File: src/rtl/mult_pkg.sv
// Shared types and sizing helpers for the shift-add multiplier control path.
package mult_pkg;

  localparam int N_DEFAULT = 4;
  localparam int ACC_W     = 2 * N_DEFAULT + 1;

  typedef enum logic [2:0] {
    IDLE  = 3'd0,
    LOAD  = 3'd1,
    TEST  = 3'd2,
    ADD   = 3'd3,
    SHIFT = 3'd4,
    DONE  = 3'd5
  } state_e;

  // Step counter width; holds 0..N-1, with a 1-bit floor for tiny N.
  function automatic int cnt_w(input int n);
    return (n <= 2) ? 1 : $clog2(n);
  endfunction

endpackage

File: src/rtl/mult_step_counter.sv
// Counts completed shift steps; last_o flags the final (N-1) step.
module mult_step_counter
  import mult_pkg::*;
#(
  parameter int N = N_DEFAULT
) (
  input  logic clk_i,
  input  logic rst_ni,
  input  logic clear_i,
  input  logic inc_i,
  output logic last_o
);

  localparam int W = cnt_w(N);

  logic [W-1:0] count_q, count_d;

  always_comb begin
    count_d = count_q;
    if (clear_i) begin
      count_d = '0;
    end else if (inc_i) begin
      count_d = count_q + 1'b1;
    end
  end

  always_ff @(posedge clk_i) begin
    if (!rst_ni) begin
      count_q <= '0;
    end else begin
      count_q <= count_d;
    end
  end

  assign last_o = (count_q == W'(N - 1));

endmodule

File: src/rtl/mult_control.sv
// Moore FSM sequencing Load/Ad/Sh commands to the ACC for one multiply.
// Handshake: St is edge-triggered in IDLE only; Busy covers the whole operation, Done pulses once.
module mult_control
  import mult_pkg::*;
#(
  parameter int N = N_DEFAULT
) (
  input  logic Clk,
  input  logic rst,
  input  logic St,
  input  logic M,
  output logic Load,
  output logic Ad,
  output logic Sh,
  output logic Busy,
  output logic Done
);

  state_e state_q;
  logic   st_q;
  logic   load_q, ad_q, sh_q, busy_q, done_q;
  logic   last;
  logic   cnt_clear, cnt_inc;

  assign cnt_clear = (state_q == LOAD);
  assign cnt_inc   = (state_q == SHIFT) && !last;

  mult_step_counter #(.N(N)) u_step_counter (
    .clk_i   (Clk),
    .rst_ni  (rst),
    .clear_i (cnt_clear),
    .inc_i   (cnt_inc),
    .last_o  (last)
  );

  // Outputs are registered alongside the state so they always equal the
  // decode of state_q; M only steers the TEST branch.
  always_ff @(posedge Clk) begin
    if (!rst) begin
      state_q <= IDLE;
      st_q    <= 1'b1;
      load_q  <= 1'b0;
      ad_q    <= 1'b0;
      sh_q    <= 1'b0;
      busy_q  <= 1'b0;
      done_q  <= 1'b0;
    end else begin
      st_q   <= St;
      load_q <= 1'b0;
      ad_q   <= 1'b0;
      sh_q   <= 1'b0;
      done_q <= 1'b0;
      busy_q <= 1'b1;
      case (state_q)
        IDLE: begin
          if (St && !st_q) begin
            state_q <= LOAD;
            load_q  <= 1'b1;
          end else begin
            busy_q  <= 1'b0;
          end
        end
        LOAD: state_q <= TEST;
        TEST: begin
          if (M) begin
            state_q <= ADD;
            ad_q    <= 1'b1;
          end else begin
            state_q <= SHIFT;
            sh_q    <= 1'b1;
          end
        end
        ADD: begin
          state_q <= SHIFT;
          sh_q    <= 1'b1;
        end
        SHIFT: begin
          if (last) begin
            state_q <= DONE;
            done_q  <= 1'b1;
          end else begin
            state_q <= TEST;
          end
        end
        DONE: begin
          state_q <= IDLE;
          busy_q  <= 1'b0;
        end
        default: begin
          state_q <= IDLE;
          busy_q  <= 1'b0;
        end
      endcase
    end
  end

  assign Load = load_q;
  assign Ad   = ad_q;
  assign Sh   = sh_q;
  assign Busy = busy_q;
  assign Done = done_q;

endmodule

File: config.mk
export PLATFORM = sky130hd
export DESIGN_NAME = mult_control
export DESIGN_NICKNAME = d
export VERILOG_FILES = /design/src/rtl/mult_pkg.sv /design/src/rtl/mult_step_counter.sv /design/src/rtl/mult_control.sv
export SDC_FILE = /design/constraint.sdc
export NUM_CORES = 1
export LEC_CHECK = 0
export ABC_AREA = 1
export CORE_AREA = 8 8 45 47
export CTS_CLUSTER_SIZE = 30
export DETAILED_ROUTE_END_ITERATION = 16
export DIE_AREA = 0 0 53 55
export PLACE_DENSITY_LB_ADDON = 0.12
export SETUP_SLACK_MARGIN = 0.3
export SKIP_LAST_GASP = 1
export SLEW_MARGIN = 10
export SYNTH_ARGS = -nofsm -noshare
export SYNTH_HDL_FRONTEND = slang
export SYNTH_SLANG_ARGS = --single-unit
File: constraint.sdc
create_clock -name Clk -period 1 [get_ports Clk]
set_input_delay 0.3 -clock Clk [delete_from_list [all_inputs] [get_ports Clk]]
set_output_delay 0.3 -clock Clk [all_outputs]
set_load 0.02 [all_outputs]
After elaboration in Yosys (flattened, before gate mapping)
Cells that the tools add are included.

cells by class
  $lt $le $gt $ge = 0
  $add $sub $neg = 1
  multiply operators = 0
  bitwise operators = 1
  reductions and logical operators = 10
  div/mod/pow operators = 0
  eq/ne operators = 6
  muxes and demuxes = 10
  shift operators = 0

operators by type and width
  cell                                                                   count
  3-bit one-hot mux with 5 select lines                                  1
  3-bit 2-to-1 mux                                                       3
  3-bit by 2-bit equality test with 1-bit output, second input constant  2
  2-bit AND reduction                                                    3
  1-bit 2-to-1 mux                                                       4
  1-bit one-hot mux with 2 select lines                                  2
  4-bit OR reduction                                                     1
  3-bit by 1-bit equality test with 1-bit output, second input constant  1
  3-bit equality test, second input constant                             1
  3-bit zero test                                                        1
  2-bit by 1-bit adder with 2-bit output, second input constant          1
  2-bit equality test, second input constant                             1
  1-bit logical AND                                                      2
  1-bit zero test                                                        2
  2-bit inequality test, second input constant                           1
  2-bit OR reduction                                                     1
  1-bit NOT                                                              1

word-level totals
  memories = 0
  bits of input ports = 4
  logic and storage cells = 36
  memory bits (read-only) = 0
  latch bits = 0
  bits in writable memories = 0
  flip-flop bits (word level) = 11
  output and inout bits = 5

Logic depth before layout (Yosys ltp)
Gate-level depths: netlist of run 1.

  depth in word-level cells = 4
  mapped depth = 6
  depth with buffers taken out = 6

Hierarchy
From an unflattened synthesis of run 1, not the netlist that was laid out.

second synthesis, totals
  cells, all modules = 58
  area total of the unflattened synthesis = 431.7 um^2

modules (own cells, without submodules)
  module             instances  seq. area each (um^2)  area each (um^2)  cells each
  mult_control       1          180.2                  334.1             44
  mult_step_counter  1          40.0                   97.6              14

Worst setup path after synthesis of run 1
OpenSTA, ideal clock, no wires.

  path type = flip-flop to flip-flop
  start = reg u_step_counter.count_q[0]
  end = reg u_step_counter.count_q[1]
  setup slack = 0.069 ns
  cell stages (with the launch flop) = 6
  period minus slack after synthesis = 0.931 ns
  setup time = 0.116 ns
  required time = 0.884 ns
  data arrival time = 0.814 ns
  buffers on the path = 0
  path through = dfxtp_1 > ha_1 > inv_1 > nand3_1 > nand2_1 > a21oi_1

between the ends
  longest elaborated chain between the ends = 3
  elaborated cells on any way between the ends = 4
  those cells by class = add/sub (1); eq/ne (1); reduce/logical (2)

ends and longest elaborated chain
  element                   line                     source
  start: declaration        mult_step_counter.sv:16  logic [W-1:0] count_q, count_d;
  start signal: assignment  mult_step_counter.sv:31  count_q <= count_d;
  2-bit equality test       mult_step_counter.sv:35  assign last_o = (count_q == W'(N - 1));
  named net last            mult_control.sv:22       logic last;
  1-bit zero test           mult_control.sv:26       assign cnt_inc = (state_q == SHIFT) && !last;
  1-bit logical AND         mult_control.sv:26

The timed path passes the listed nets, and every way through them passes these cells.
A chain may end at the register's enable or synchronous reset.

Worst setup path in the final report of run 1
  start = reg done_q, in the netlist Done
  end = out Done

RTL lines
  element                   line                source
  start: declaration        mult_control.sv:21  logic load_q, ad_q, sh_q, busy_q, done_q;
  start signal: assignment  mult_control.sv:46  done_q <= 1'b0;
  start signal: assignment  mult_control.sv:52  done_q <= 1'b0;
  start signal: assignment  mult_control.sv:80  done_q <= 1'b1;
  end: declaration          mult_control.sv:16  output logic Done

No word-level cell between the ends.

==> results of run 1 <==
## worst min path at each step
stage                                      endpoint  slack, ns  depth (start not counted)
after global routing                           st_q       0.41                          3
after global placement    u_step_counter.count_q[1]       0.48                          2
final                                          st_q       0.41                          3
after detailed placement  u_step_counter.count_q[1]       0.48                          2
after CTS                                      st_q       0.40                          3
after floorplan                                st_q       0.37                          1
## logic make-up after synthesis
group	after synthesis	share of synthesized area
DFF	11	0.515
buffers and inverters	9	0.0790
adders and majority gates	1	0.0292
and+or+nand+nor	27	0.295
AOI/OAI and AO/OA	7	0.0819
## what timing repair did
action | CTS | global route
gates resized for setup | 53 | 11
buffers inserted | 3 | 5
gates cloned | 0 | 0
setup endpoints to repair | 16 | 15
pin swaps | 11 | 9
## cells in the final DEF (no fill, tap or decap)
| cell type | instances |
|---|---|
| nand3_1 | 1 |
| nand2_2 | 3 |
| nand2_4 | 1 |
| o21ai_1 | 2 |
| dlygate4sd2_1 | 2 |
| dfxtp_4 | 3 |
| buf_4 | 5 |
| nor2_4 | 3 |
| nor2_1 | 5 |
| nand2_1 | 7 |
| nand3_2 | 1 |
| nand3_4 | 2 |
| ha_4 | 1 |
| buf_6 | 8 |
| o21ai_4 | 1 |
| dfxtp_2 | 7 |
| nand4_1 | 2 |
| clkbuf_1 | 1 |
| dfxtp_1 | 1 |
| inv_8 | 1 |
| nor2_2 | 1 |
| clkbuf_4 | 3 |
| a21oi_2 | 2 |
| or2_1 | 1 |
| inv_4 | 2 |
| inv_2 | 2 |
| clkdlybuf4s15_1 | 1 |
| a21oi_1 | 2 |
| inv_1 | 4 |
## power breakdown
part	leakage [uW]	switching [uW]	internal (uW)
logic	0.000211	224	200
clock network	0.0000150	144	154
registers	0.0000951	48.7	489
## worst register-to-register path: stages, from the launching register on
cell and delay (ns):
dfxtp_4 0.37, nor2_4 0.21, buf_6 0.14, nand3_4 0.07, a21oi_2 0.11
## metrics by stage
stage	setup TNS [ns]	std cells	cell area (um2)	total power (uW)
floorplan	0	55	464	715
detailed placement	-3.51	79	564	796
global placement	-3.44	79	564	796
global route	-0.198	91	751	1360
CTS	-0.0792	86	669	1170
finish	0	91	751	1260
## synth_stat cells (all sizes together)
| cell | instances | area share |
|---|---|---|
| a21oi | 4 | 0.047 |
| dfxtp | 11 | 0.51 |
| ha | 1 | 0.029 |
| inv | 9 | 0.079 |
| nand2 | 11 | 0.096 |
| nand3 | 4 | 0.047 |
| nand4 | 2 | 0.029 |
| nor2 | 9 | 0.11 |
| o21ai | 3 | 0.035 |
| or2 | 1 | 0.015 |
## state kept, by name (all words and copies together) (netlist names)
register                cells
Ad                          1
Busy                        1
Done                        1
Load                        1
Sh                          1
st_q                        1
state_q                     3
u_step_counter.count_q      2
## layout make-up
type,count,area share
inverters,9,0.0617
clock buffers,4,0.0350
well taps,16,0.0267
multi-input cells,35,0.350
repair buffers,16,0.207
flip-flops and latches,11,0.320
## per-layer routing
metal / vias to the layer above / wire, um
met5: - / 0
met4: 0 / 8
met3: 2 / 73
met1: 181 / 408
li1: 212 / -
met2: 6 / 495
==> results.toml, run 1 <==
[placed_design]
io_buffer_count = 8
preCtsSetupSlack_ns = -0.413
gp_congestion = 0.806
dp_hpwl_um = 627

[finish]
areaGrowthSynthToFinish_pct = 75.4
nets = 81
multi_input_comb_area_um2 = 263
drive_gt1_frac = 0.613
antennaDiodeCount = 0
utilization = 0.542
nFillCells = 134
seq_area_um2 = 240

[global_route]
use_met3 = 0.0267
grt_pass1_vias = 393
grt_use_total = 0.0782
grt_overflow = 0
antenna_found_initial = 0
grt_pass1_wl_um = 1630
grt_max_degree = 7
grt_util_met1 = 0.0791
met2_usage = 0.129
grt_busiest_layer = "met2"

[detailed_routing]
first_iter_violations = 1
routed_wl_um = 985
wl_per_cell_um = 10.8
vias_per_cell = 4.41
first_pass_iters = 3
via_count = 401
ant_nets = 0
drc = 0

[run_status]
status = "completed"

[floorplan]
die_w_um = 53
rows = 14
coreArea_mm2 = 0.00138
dieArea_mm2 = 0.00292
start_util = 0.309
fp.dieH_um = 55
top_level_ports = 9

[timing]
fmax_ghz = 1.00
rsz0062_at_grt = "yes"
finClkSkew_ns = 0.00229
period_share = 1.00
finalCriticalPeriod_ns = 1.00
finalHoldViolCount = 0
drv_slew = 0
setup_viol = 0
max_slew.worst_pin.slew_ns = 0.200
relSlewSlack = 0.866
holdWs_ns = 0.411
layout_setup_ws_ns = 0.000330

[synth]
ys_types = 14
syn-instance-count = 55
seq_area_frac_synth = 0.515
netlist_area_um2 = 428
synth_area_per_cell_um2 = 7.78
yosys_register_bits = 11
ys_warn_count = 0
syn-num-nets = 60

[clock_network]
cts-htree-levels = 1
path_clk_slew_ns = 0.07
ctsHoldBuffers = 0
cts_num_sinks = 11
cts_tree = "yes"
cts_inserted_buffers = 3
clk_latency_ns = 0.26
cts_buffer_depth = 2
cts_root_buf = "clkbuf_4"

[critical_path]
r2r_end = "state_q[2]"
critPathLaunchType = "register"
critical_path_buf_inv_count = 1
crit_type = "reg -> out"
path_depth = 1
crit_family = "flip-flops"
critical_path.max_fanout = 1
regToRegStartpoint = "state_q[0]"
slowest_delay_ns = 0.32
ff2ff_path_depth = 4
crit_path_cell_trace = "buf_6"
cp_data_arrival_time_ns = 0.70
required_ns = 0.70
cpMaxStageDelayCell = "dfxtp_2"
end_kind = "output port"
crit_start = "Done"
crit_end = "Done"
r2r_setup_slack_ns = 0.04

[pwr]
power_leakage_uw = 0.000321
powerDensity_mw_per_mm2 = 1680
ir_drop_v = 0.000718

[worst_hold_path]
hold_path.startpoint = "St"
min_path_type = "in -> reg"

[flow_run]
drv_cap = 0
Power figures use the tool's default switching activity.
==> run 2: changes to the inputs <==
--- a/config.mk
+++ b/config.mk
@@ -11,5 +11,4 @@
 export DETAILED_ROUTE_END_ITERATION = 16
 export DIE_AREA = 0 0 53 55
-export PLACE_DENSITY_LB_ADDON = 0.12
 export SETUP_SLACK_MARGIN = 0.3
 export SKIP_LAST_GASP = 1
==> constraint.sdc (replaced) <==
create_clock -name Clk -period 1 [get_ports Clk]
set_input_delay 0.2 -clock Clk [delete_from_list [all_inputs] [get_ports Clk]]
set_output_delay 0.2 -clock Clk [all_outputs]
set_load 0.02 [all_outputs]
==> run 2 against run 1 <==
Sequential power shrank 1%; die area is the same; clock power grew 2%; clock skew is essentially flat; global-route usage is essentially flat; critical path type is now reg -> reg; critical endpoint is now state_q[0].
==> results.toml, run 2 (synthesis results as in run 1) <==
[timing]
finClkSkew_ns = 0.00201
relSlewSlack = 0.862
setup_viol = 0
finalHoldViolCount = 0
rsz0062_at_grt = "yes"
finalCriticalPeriod_ns = 0.919
fmax_ghz = 1.09
max_slew.worst_pin.slew_ns = 0.206
drv_slew = 0
period_share = 0.919
holdWs_ns = 0.237

[global_route]
grt_max_degree = 7
grt_pass1_vias = 380
grt_use_total = 0.0779
antenna_found_initial = 0
grt_pass1_wl_um = 1590
grt_overflow = 0

[critical_path]
crit_end = "state_q[0]"
cp_data_arrival_time_ns = 1.13
r2r_end = "state_q[0]"
critPathLaunchType = "register"
r2r_setup_slack_ns = 0.08
crit_type = "reg -> reg"
required_ns = 1.21
regToRegStartpoint = "state_q[0]"
critical_path.max_fanout = 6
ff2ff_path_depth = 5
crit_start = "state_q[0]"
end_kind = "register"

[finish]
top_regs = "state_q x3, u_step_counter.count_q x2"
areaGrowthSynthToFinish_pct = 55.8
nets = 77
antennaDiodeCount = 0
final_cell_mix = "nand2_1 (9), dfxtp_2 (8), inv_1 (5), nor2_1 (5), buf_6 (5)"
layout_commonest_cell = "nand2_1"
utilization = 0.482
drive_gt1_frac = 0.535
largest_reg_flops = 3
top_register = "state_q"

[clock_network]
cts-htree-levels = 1
cts_tree = "yes"
cts_inserted_buffers = 3
cts_buffer_depth = 2
cts_num_sinks = 11
cts_root_buf = "clkbuf_4"
path_clk_slew_ns = 0.07
clk_latency_ns = 0.27

[run_status]
status = "completed"

[placed_design]
io_buffer_count = 8
dp_hpwl_um = 620
gp_congestion = 0.764

[detailed_routing]
first_pass_iters = 3
routed_wl_um = 886
wl_per_cell_um = 10.2
ant_nets = 0
first_iter_violations = 3
drc = 0
via_count = 406
vias_per_cell = 4.67

[floorplan]
rows = 14
top_level_ports = 9
coreArea_mm2 = 0.00138
dieArea_mm2 = 0.00292
fp.dieH_um = 55
start_util = 0.309
die_w_um = 53

[pwr]
ir_drop_v = 0.000714
power_leakage_uw = 0.000295
powerDensity_mw_per_mm2 = 1770

[worst_hold_path]
min_path_type = "in -> reg"

[flow_run]
drv_cap = 0
-- run 2: cell types whose count changed in the layout (fill, tap and decap cells not counted), moves of 2 or more --
cell / delta
a21oi_2: -2
buf_6: -3
a21oi_1: +2
nand2_1: +2
o21ai_2: +2
-- run 2: critical path: stages, from the launching register on --
cell     delay (ns)
dfxtp_4        0.37
nor2_4         0.21
o21ai_2        0.08
nand2_1        0.07
nand2_1        0.07
nor2_2         0.07
-- run 2: through the flow --
step                      area [um2]  power [uW]  setup TNS, ns  cells  setup WS, ns
after floorplan                  457         713              0     55         0.161
after global placement           557         789          -1.48     79        -0.180
after detailed placement         557         791          -1.51     79        -0.193
after CTS                        653        1160              0     86        0.0847
after global routing             667        1260       -0.00237     87      -0.00237
final                            667        1180              0     87        0.0807
-- run 2: area by class of cell --
type	instances	area, um2
Inverter	9	36.3
Fill cell	131	717
Timing Repair Buffer	12	113
Multi-Input combinational cell	35	234
Tap cell	16	20.0
Clock buffer	4	26.3
Sequential cell	11	238
-- run 2: metal layers --
metal / global-route usage / vias up / share of wire
met5: 0 / - / 0
met4: 0.116 / 0 / 0.050
met3: 0.0107 / 4 / 0.051
met2: 0.107 / 8 / 0.45
met1: 0.0860 / 189 / 0.45
li1: - / 205 / -
-- run 2: timing repair --
item	4_1_cts	5_1_grt
gates cloned	0	0
pin swaps	11	7
setup endpoints to repair	15	15
hold endpoints to repair	0	0
resized for setup	50	2
setup buffers	3	1
hold buffers	0	0
-- run 2: worst min path at each step --
stage | cells past startpoint | slack, ns | startpoint | endpoint
after floorplan | 1 | 0.27 | rst | st_q
after global placement | 2 | 0.48 | u_step_counter.count_q[1] | u_step_counter.count_q[1]
after detailed placement | 2 | 0.48 | u_step_counter.count_q[0] | u_step_counter.count_q[0]
after CTS | 3 | 0.24 | St | st_q
after global routing | 3 | 0.26 | St | st_q
final | 3 | 0.24 | St | st_q
-- run 2: power by group --
part | leakage (uW) | internal, uW | total (uW) | switching [uW]
logic | 0.000185 | 151 | 342 | 192
registers | 0.0000948 | 488 | 531 | 43.0
clock network | 0.0000150 | 154 | 305 | 151
==> patch: new RTL, flow settings as in run 2 <==
Set the package constant `N_DEFAULT` to 2 (it was 4).
--- a/src/rtl/mult_pkg.sv
+++ b/src/rtl/mult_pkg.sv
@@ -1,7 +1,7 @@
 // Shared types and sizing helpers for the shift-add multiplier control path.
 package mult_pkg;
 
-  localparam int N_DEFAULT = 4;
+  localparam int N_DEFAULT = 2;
   localparam int ACC_W     = 2 * N_DEFAULT + 1;
 
   typedef enum logic [2:0] {
Behaviour: not the same (a bounded check fails within 10 cycles, from zero or initial values and one cycle with rst low).
==> patch against run 2 <==
  * First-iteration DRC count grew to 2.7 times the old value
  * Power is 0.37% lower
  * Worst setup slack improved by 0.020 ns
  * Critical path type is now reg -> out
  * Cell area is 12% lower
  * Sequential cell count shrank 1
  * Global-route usage is 1.5 points lower
  * Sequential power shrank 6.4%
  * Synthesized area shrank 16%
  * Routed wire length decreased by 8.6%
==> patch: results (changes against run 2) <==
| Metric | Value |
|---|---|
| Outcome | complete, no violations |
| Seq/total area | 36.83% (+1.2 points) |
| Worst vdd ir | 1234 uV (+73%) |
| Overall routing resource usage | 6.308% (-1.5 points) |
| Reg-to-Reg End | state_q[1] |
| Switching share of power | 30.98% (-1.7 points) |
| Maximum fanout along the worst path | 1 (-5) |
| Detailed Route WL | 810 um (-8.6%) |
| Post-placement cell area | 484.2 um2 (-13%) |
| Pwr dens | 2009 nW/um2 (+14%) |
| Vias | 322 (-21%) |
| Postcts setup bufs | 0 (-3) |
| Relative slew margins | 88.45% (+2.2 points) |
| Fraction of area in multi-input gates | 29.76% (-5.3 points) |
| Initial DRC Count | 8 (+5) |
| Slowest cell on crit path | dfxtp_2 |
| Dpl hpwl | 536.3 um (-13%) |
| R2r setup slk | 0.12 ns (+0.04 ns) |
| Comb_multi_in | 26 (-26%) |
| Placed instance count | 71 (-10%) |
| Post-Synthesis Cells | 45 (-18%) |
| NonClk Buf Share | 17.99% (+1.1 points) |
| Final #Nets | 65 (-16%) |
| Synth Net Count | 49 (-18%) |
| First-pass GRT wire length | 1.235 mm (-22%) |
| Comb pwr share | 26.6% (-2.5 points) |
| Min Hold Slack | 0.2880 ns (+0.05149 ns) |
| Filler cells | 144 (+9.9%) |
| Setup Slack @ Placement | -0.1354 ns (+0.05748 ns) |
| Clock tree cell share of total cell area | 6.210% (+2.3 points) |
| CTS max path bufs | 2 (unchanged) |
| Commonest cells post-synth | dfxtp_1, inv_1, nor2_1 |
| Post-synthesis sequential area ratio | 55.56% (+4.1 points) |
| Crit-path max cell delay | 0.32 ns (-0.05 ns) |
| Gates resized, CTS repair | 49 (-2.0%) |
| Worst Hold Depth | 2 (-1) |
| Clock power frac | 31.1% (+5.2 points) |
| Non-clock buffer count | 11 (-1) |
| Clock Skew | 0.004166 ns (+0.002156 ns) |
| Vias in the first global route | 295 (-22%) |
| Cell family with most CP delay | flip-flops |
| GP Congestion | 0.7904 (+3.4%) |
| Cell variety after synth | 15 (+1) |
| Finished Layout Cells | 76 (-13%) |
| Area grow syn2layout | 62.15% |
## patch: cell count changes after synthesis, sizes merged, moves of 2 or more
cell,change
nand2,-5
nand3,+2
nand4,-2
a21oi,-2
## patch: worst max path at each step
stage,start,endpoint,slack (ns)
finish,Load,Load,0.10
detailed placement,M,state_q[1],-0.14
floorplan,state_q[0],state_q[0],0.23
global route,state_q[0],state_q[2],0.07
CTS,Busy,Busy,0.09
global placement,M,state_q[1],-0.11
## patch: metal layers
| layer | vias to the layer above | track usage, % | share of wire [%] |
|---|---|---|---|
| met3 | 2 | 6.150 | 14 |
| met2 | 11 | 9.570 | 41 |
| met5 | - | 0 | 0 |
| met4 | 0 | 2.586 | 0.62 |
| li1 | 168 | - | - |
| met1 | 141 | 5.684 | 44 |
## patch: logic make-up after synthesis
logic type             after synthesis  synth area share [%]
buffers and inverters                9                 9.374
flip-flops                          10                 55.56
AO/OA/AOI/OAI                        4                 5.553
AND/OR/NAND/NOR                     22                 29.51
